File: config.mk
export PLATFORM = sky130hd
export DESIGN_NAME = fetch_unit
export DESIGN_NICKNAME = d
export VERILOG_FILES = /design/src/rtl/fetch_unit.sv
export SDC_FILE = /design/constraint.sdc
export NUM_CORES = 1
export LEC_CHECK = 0
export BUFFER_PORTS_ARGS = -buffer_cell sky130_fd_sc_hd__buf_4
export CAP_MARGIN = 10
export CORE_MARGIN = 1.5
export CORE_UTILIZATION = 40
export DETAILED_ROUTE_END_ITERATION = 10
export GPL_TIMING_DRIVEN = 0
export MAX_ROUTING_LAYER = met4
export PLACE_DENSITY_LB_ADDON = 0.3
export SYNTH_ARGS = -nofsm -noshare
export SYNTH_HDL_FRONTEND = slang
export SYNTH_SLANG_ARGS = --single-unit
File: constraint.sdc
create_clock -name clk -period 9.2 [get_ports clk]
set_input_delay 1.84 -clock clk [delete_from_list [all_inputs] [get_ports clk]]
set_output_delay 1.84 -clock clk [all_outputs]
set_load 0.05 [all_outputs]
File: src/rtl/fetch_unit.sv
// rtl/fetch_unit.sv - PC, 1-cycle ROM fetch, 2-entry instruction buffer, branch redirect.
// Optional FETCH_PERF_CNT_EN adds perf_fetched/perf_stall/perf_redirect counters.
module fetch_unit #(
  parameter int DATA_WIDTH = 32,
  parameter int ADDR_WIDTH = 32,
  parameter logic [ADDR_WIDTH-1:0] RESET_PC = '0
) (
  input  logic                  clk,
  input  logic                  rst,
  output logic                  imem_req,
  output logic [ADDR_WIDTH-1:0] imem_addr,
  input  logic [DATA_WIDTH-1:0] imem_rdata,
  output logic [DATA_WIDTH-1:0] instr,
  output logic [ADDR_WIDTH-1:0] instr_pc,
  output logic                  instr_valid,
  input  logic                  instr_ready,
  input  logic                  redirect,
  input  logic [ADDR_WIDTH-1:0] redirect_base,
  input  logic [DATA_WIDTH-1:0] ImmOp
`ifdef FETCH_PERF_CNT_EN
  ,
  output logic [31:0]           perf_fetched,
  output logic [31:0]           perf_stall,
  output logic [31:0]           perf_redirect
`endif
);

  typedef enum logic [1:0] {S_RUN, S_FULL, S_FLUSH} state_t;

  state_t state, state_nxt;

  logic [ADDR_WIDTH-1:0] pc;
  logic [ADDR_WIDTH-1:0] inflight_pc;
  logic                  inflight;
  logic [1:0]            count, count_nxt, occ;
  logic                  rd_ptr, wr_ptr;
  logic [DATA_WIDTH-1:0] buf_data [2];
  logic [ADDR_WIDTH-1:0] buf_pc   [2];
  logic                  deq, issue, capture;

  assign instr_valid = (count != 2'd0);
  assign instr       = instr_valid ? buf_data[rd_ptr] : '0;
  assign instr_pc    = instr_valid ? buf_pc[rd_ptr]   : '0;
  assign imem_req    = issue;
  assign imem_addr   = pc;

  // Issue looks ahead: the slot freed by this cycle's dequeue is usable,
  // the slot reserved by an outstanding response is not.
  always_comb begin
    deq       = instr_valid & instr_ready;
    occ       = count - {1'b0, deq} + {1'b0, inflight};
    issue     = !rst && !redirect && (occ < 2'd2);
    capture   = inflight && !redirect && (state != S_FLUSH);
    count_nxt = count - {1'b0, deq} + {1'b0, capture};
    state_nxt = state;
    if (rst || redirect)
      state_nxt = S_FLUSH;
    else if (count_nxt == 2'd2)
      state_nxt = S_FULL;
    else
      state_nxt = S_RUN;
  end

  always_ff @(posedge clk) begin
    if (rst)
      state <= S_FLUSH;
    else
      state <= state_nxt;
  end

  always_ff @(posedge clk) begin
    if (rst) begin
      pc          <= RESET_PC;
      inflight    <= 1'b0;
      inflight_pc <= '0;
      count       <= 2'd0;
      rd_ptr      <= 1'b0;
      wr_ptr      <= 1'b0;
      for (int i = 0; i < 2; i++) begin
        buf_data[i] <= '0;
        buf_pc[i]   <= '0;
      end
    end else if (redirect) begin
      // Target wraps modulo 2^ADDR_WIDTH; low bits pass through unaligned.
      pc       <= redirect_base + ADDR_WIDTH'(ImmOp);
      inflight <= 1'b0;
      count    <= 2'd0;
      rd_ptr   <= 1'b0;
      wr_ptr   <= 1'b0;
    end else begin
      inflight <= issue;
      if (issue) begin
        pc          <= pc + ADDR_WIDTH'(4);
        inflight_pc <= pc;
      end
      if (capture) begin
        buf_data[wr_ptr] <= imem_rdata;
        buf_pc[wr_ptr]   <= inflight_pc;
        wr_ptr           <= ~wr_ptr;
      end
      if (deq)
        rd_ptr <= ~rd_ptr;
      count <= count_nxt;
    end
  end

`ifdef FETCH_PERF_CNT_EN
  always_ff @(posedge clk) begin
    if (rst) begin
      perf_fetched  <= '0;
      perf_stall    <= '0;
      perf_redirect <= '0;
    end else begin
      if (deq)
        perf_fetched <= perf_fetched + 32'd1;
      if (instr_valid && !instr_ready)
        perf_stall <= perf_stall + 32'd1;
      if (redirect)
        perf_redirect <= perf_redirect + 32'd1;
    end
  end
`endif

endmodule

==> impl_metrics.tcl <==
set metrics [dict create \
    via_count 8125 \
    die_width_um 165 \
    root_buffer "clkbuf_16" \
    dp_hpwl_um 19700 \
    antenna_found_initial 0 \
    synth.cell_area_um2 10500 \
    fin_crit_ns 6.08 \
    overflow 0 \
    synth-xor-area-share_pct 4.52 \
    drive_above_1_share_pct 19.7 \
    grt_pass1_vias 7672 \
    ctsHoldBuffers 0 \
    dieArea_um2 27100 \
    core_area_um2 25800 \
    rsz0062_at_grt "false" \
    diodes 0 \
    port_buffers 197 \
    num-nets-final 1392 \
    slew_violations 0 \
    grt_usage_pct 19.6 \
    yosysWarningCount 0 \
    cts_made_buffers 17 \
    cellLeakagePower_uw 0.00528 \
    post_synth_num_cell_types 65 \
    dp_cells 1573 \
    maxSlewHeadroom_pct 43.0 \
    worstMarginPinSlew_ns 0.851 \
    clockBufferDepth 2 \
    drt_first_pass_iters 5 \
    start_util_pct 40.5 \
    grt_max_degree 25 \
    clk_pin_slew_ns 0.07 \
    setup_viol 0 \
    synth-async-reset-ratio_pct 0 \
    drv_cap 0 \
    syn_inst 1034 \
    synth_top_family_by_area "simple AND/OR/NAND/NOR gates" \
    syn_nets 1169 \
    postRouteAntennaNets 0 \
    clock_sinks 200 \
    postCtsSetupBuffers 0 \
    h-tree-depth 4 \
    clk_latency_ns 0.44 \
    grt_pass1_wl_um 39700 \
    crit_required_ns 7.36 \
    finalNonFillerCells 1605 \
    syn_area_per_cell_um2 10.1 \
    drt_iter0_markers 535 \
    worstSetupStartpointType "input pin" \
    post_cts_resized 0 \
    syn_to_final_growth_pct 25.2 \
    power.total_uw 2130 \
    gp_congestion 0.877 \
    finalCritPeriodShare_pct 66.0 \
    ys_ff_latch 200 \
    fp.dieH_um 165 \
    critical_path_arrival_ns 4.24 \
    status "completed" \
    ys_seq_area_share_pct 50.5 \
    placementRows 59 \
    synth_mux_area_share_pct 6.71 \
    fin_skew_ns 0.0171 \
    power_per_cell_area_nw_per_um2 163 \
    post_drt_wl_per_cell_um 16.0 \
    synth_edf_count 128 \
    synth-compound-area-share_pct 8.79 \
    viasPerCell 5.06 \
    clock.fmax_mhz 165 \
    irDropWorstVdd_v 0.000138 \
    synthAdderAreaFrac_pct 4.26 \
    synth_ff_type "edfxtp_1" \
    wirelength_um 25700 \
    finalHoldViolations 0 \
    crit_path_max_fanout 10 \
    drc_errors 0 \
    critPathCaptureType "output port" \
    cts_tree "yes" \
    hold_path.class "flop to flop" \
    crit_type "input pin to output port" \
    pin_count 198 \
    synth-simple-area-share_pct 22.4 \
]
## flip-flops by register name, summed over array words and instances (netlist names), named ones only
name	flops
state	2
inflight	1
wr_ptr	1
imem_addr	32
count	2
buf_data	64
rd_ptr	1
inflight_pc	32
buf_pc	64
## through the flow
step	hold WS (ns)	cell area, um^2	worst slack [ns]	TNS (ns)	util [%]
final	0.461	13100	3.12	0	50.7
after floorplan	0.438	10500	1.58	0	-
after global routing	0.481	13100	2.96	0	50.7
after CTS	0.468	13100	3.11	0	50.7
after global placement	0.450	12400	-1.56	-162.07	47.8
after detailed placement	0.457	12500	3.13	0	48.4
## worst max-delay path: stages
cell	delay [ns]
buf_4	0.10
and2_1	0.18
ha_1	0.31
nor2b_1	0.30
xnor2_4	0.23
nand2_4	0.13
clkbuf_1	0.27
inv_1	0.17
clkbuf_1	0.40
buf_4	0.29
## report_power, final
group          switching (uW)  internal, uW
combinational             219           135
clock                     335           404
sequential               39.5           998
total                     593          1540
## path summary, 6_finish.rpt
| kind | start | to | slack (ns) | depth (start not counted) |
|---|---|---|---|---|
| max reg2reg | count[1] | imem_addr[28] | 6.02 | 13 |
| min reg2reg | inflight_pc[28] | inflight_pc[28] | 0.46 | 2 |
| max | instr_ready | imem_req | 3.12 | 10 |
| min | inflight_pc[28] | inflight_pc[28] | 0.46 | 2 |
## cells by family (layout without fill, tap and decap cells)
logic type,Yosys count,after routing
flops,200,200
mux,70,70
compound gates,136,136
simple gates,466,466
buf+inv,76,312
xor+xnor,51,51
fa+ha+maj,35,35
## cells in the mapped netlist (all sizes together), types with 6 or more instances
library cell,count,area share [%]
o21ai,21,1.0
buf,11,0.47
nand2,99,3.6
a21o,13,0.93
and2,133,8.0
nor2,119,4.3
and3,6,0.36
inv,19,0.68
ha,34,4.1
mux2i,69,6.6
nand4,18,1.1
dfxtp,72,14
edfxtp,128,37
nor3,16,0.87
nor2b,7,0.42
clkbuf,44,1.6
xnor2,40,3.5
nand3,47,2.2
a21oi,33,1.6
xor2,11,0.99
a211oi,20,1.4
## layout by cell type, fill, tap and decap left out, types with 34 or more instances in the layout
cell type  count
buf_4        198
dfxtp_1       72
mux2i_1       69
edfxtp_1     128
nand3_1       47
clkbuf_1      44
nand2_1       98
ha_1          34
nor2_1       118
and2_1       133
xnor2_1       39
## per-layer routing
metal	GRT usage [%]	share of wire [%]	routed length, um	vias to the layer above
li1	-	-	-	4105
met1	23.3	43	11100	3748
met2	32.8	48	12400	230
met3	3.84	5.9	1500	42
met4	7.53	2.6	668	0
met5	-	0	0	-
## area by class of cell
class                      instances  area, um^2
inverter                          21        78.8
timing repair buffer             204        1590
clock buffer                      22         517
buffer                            55         214
sequential                       200        5290
fill                            2444       12700
multi-input combinational        758        4920
tap                              335         419
clock inverter                    10        73.8
Power figures use the tool's default switching activity.
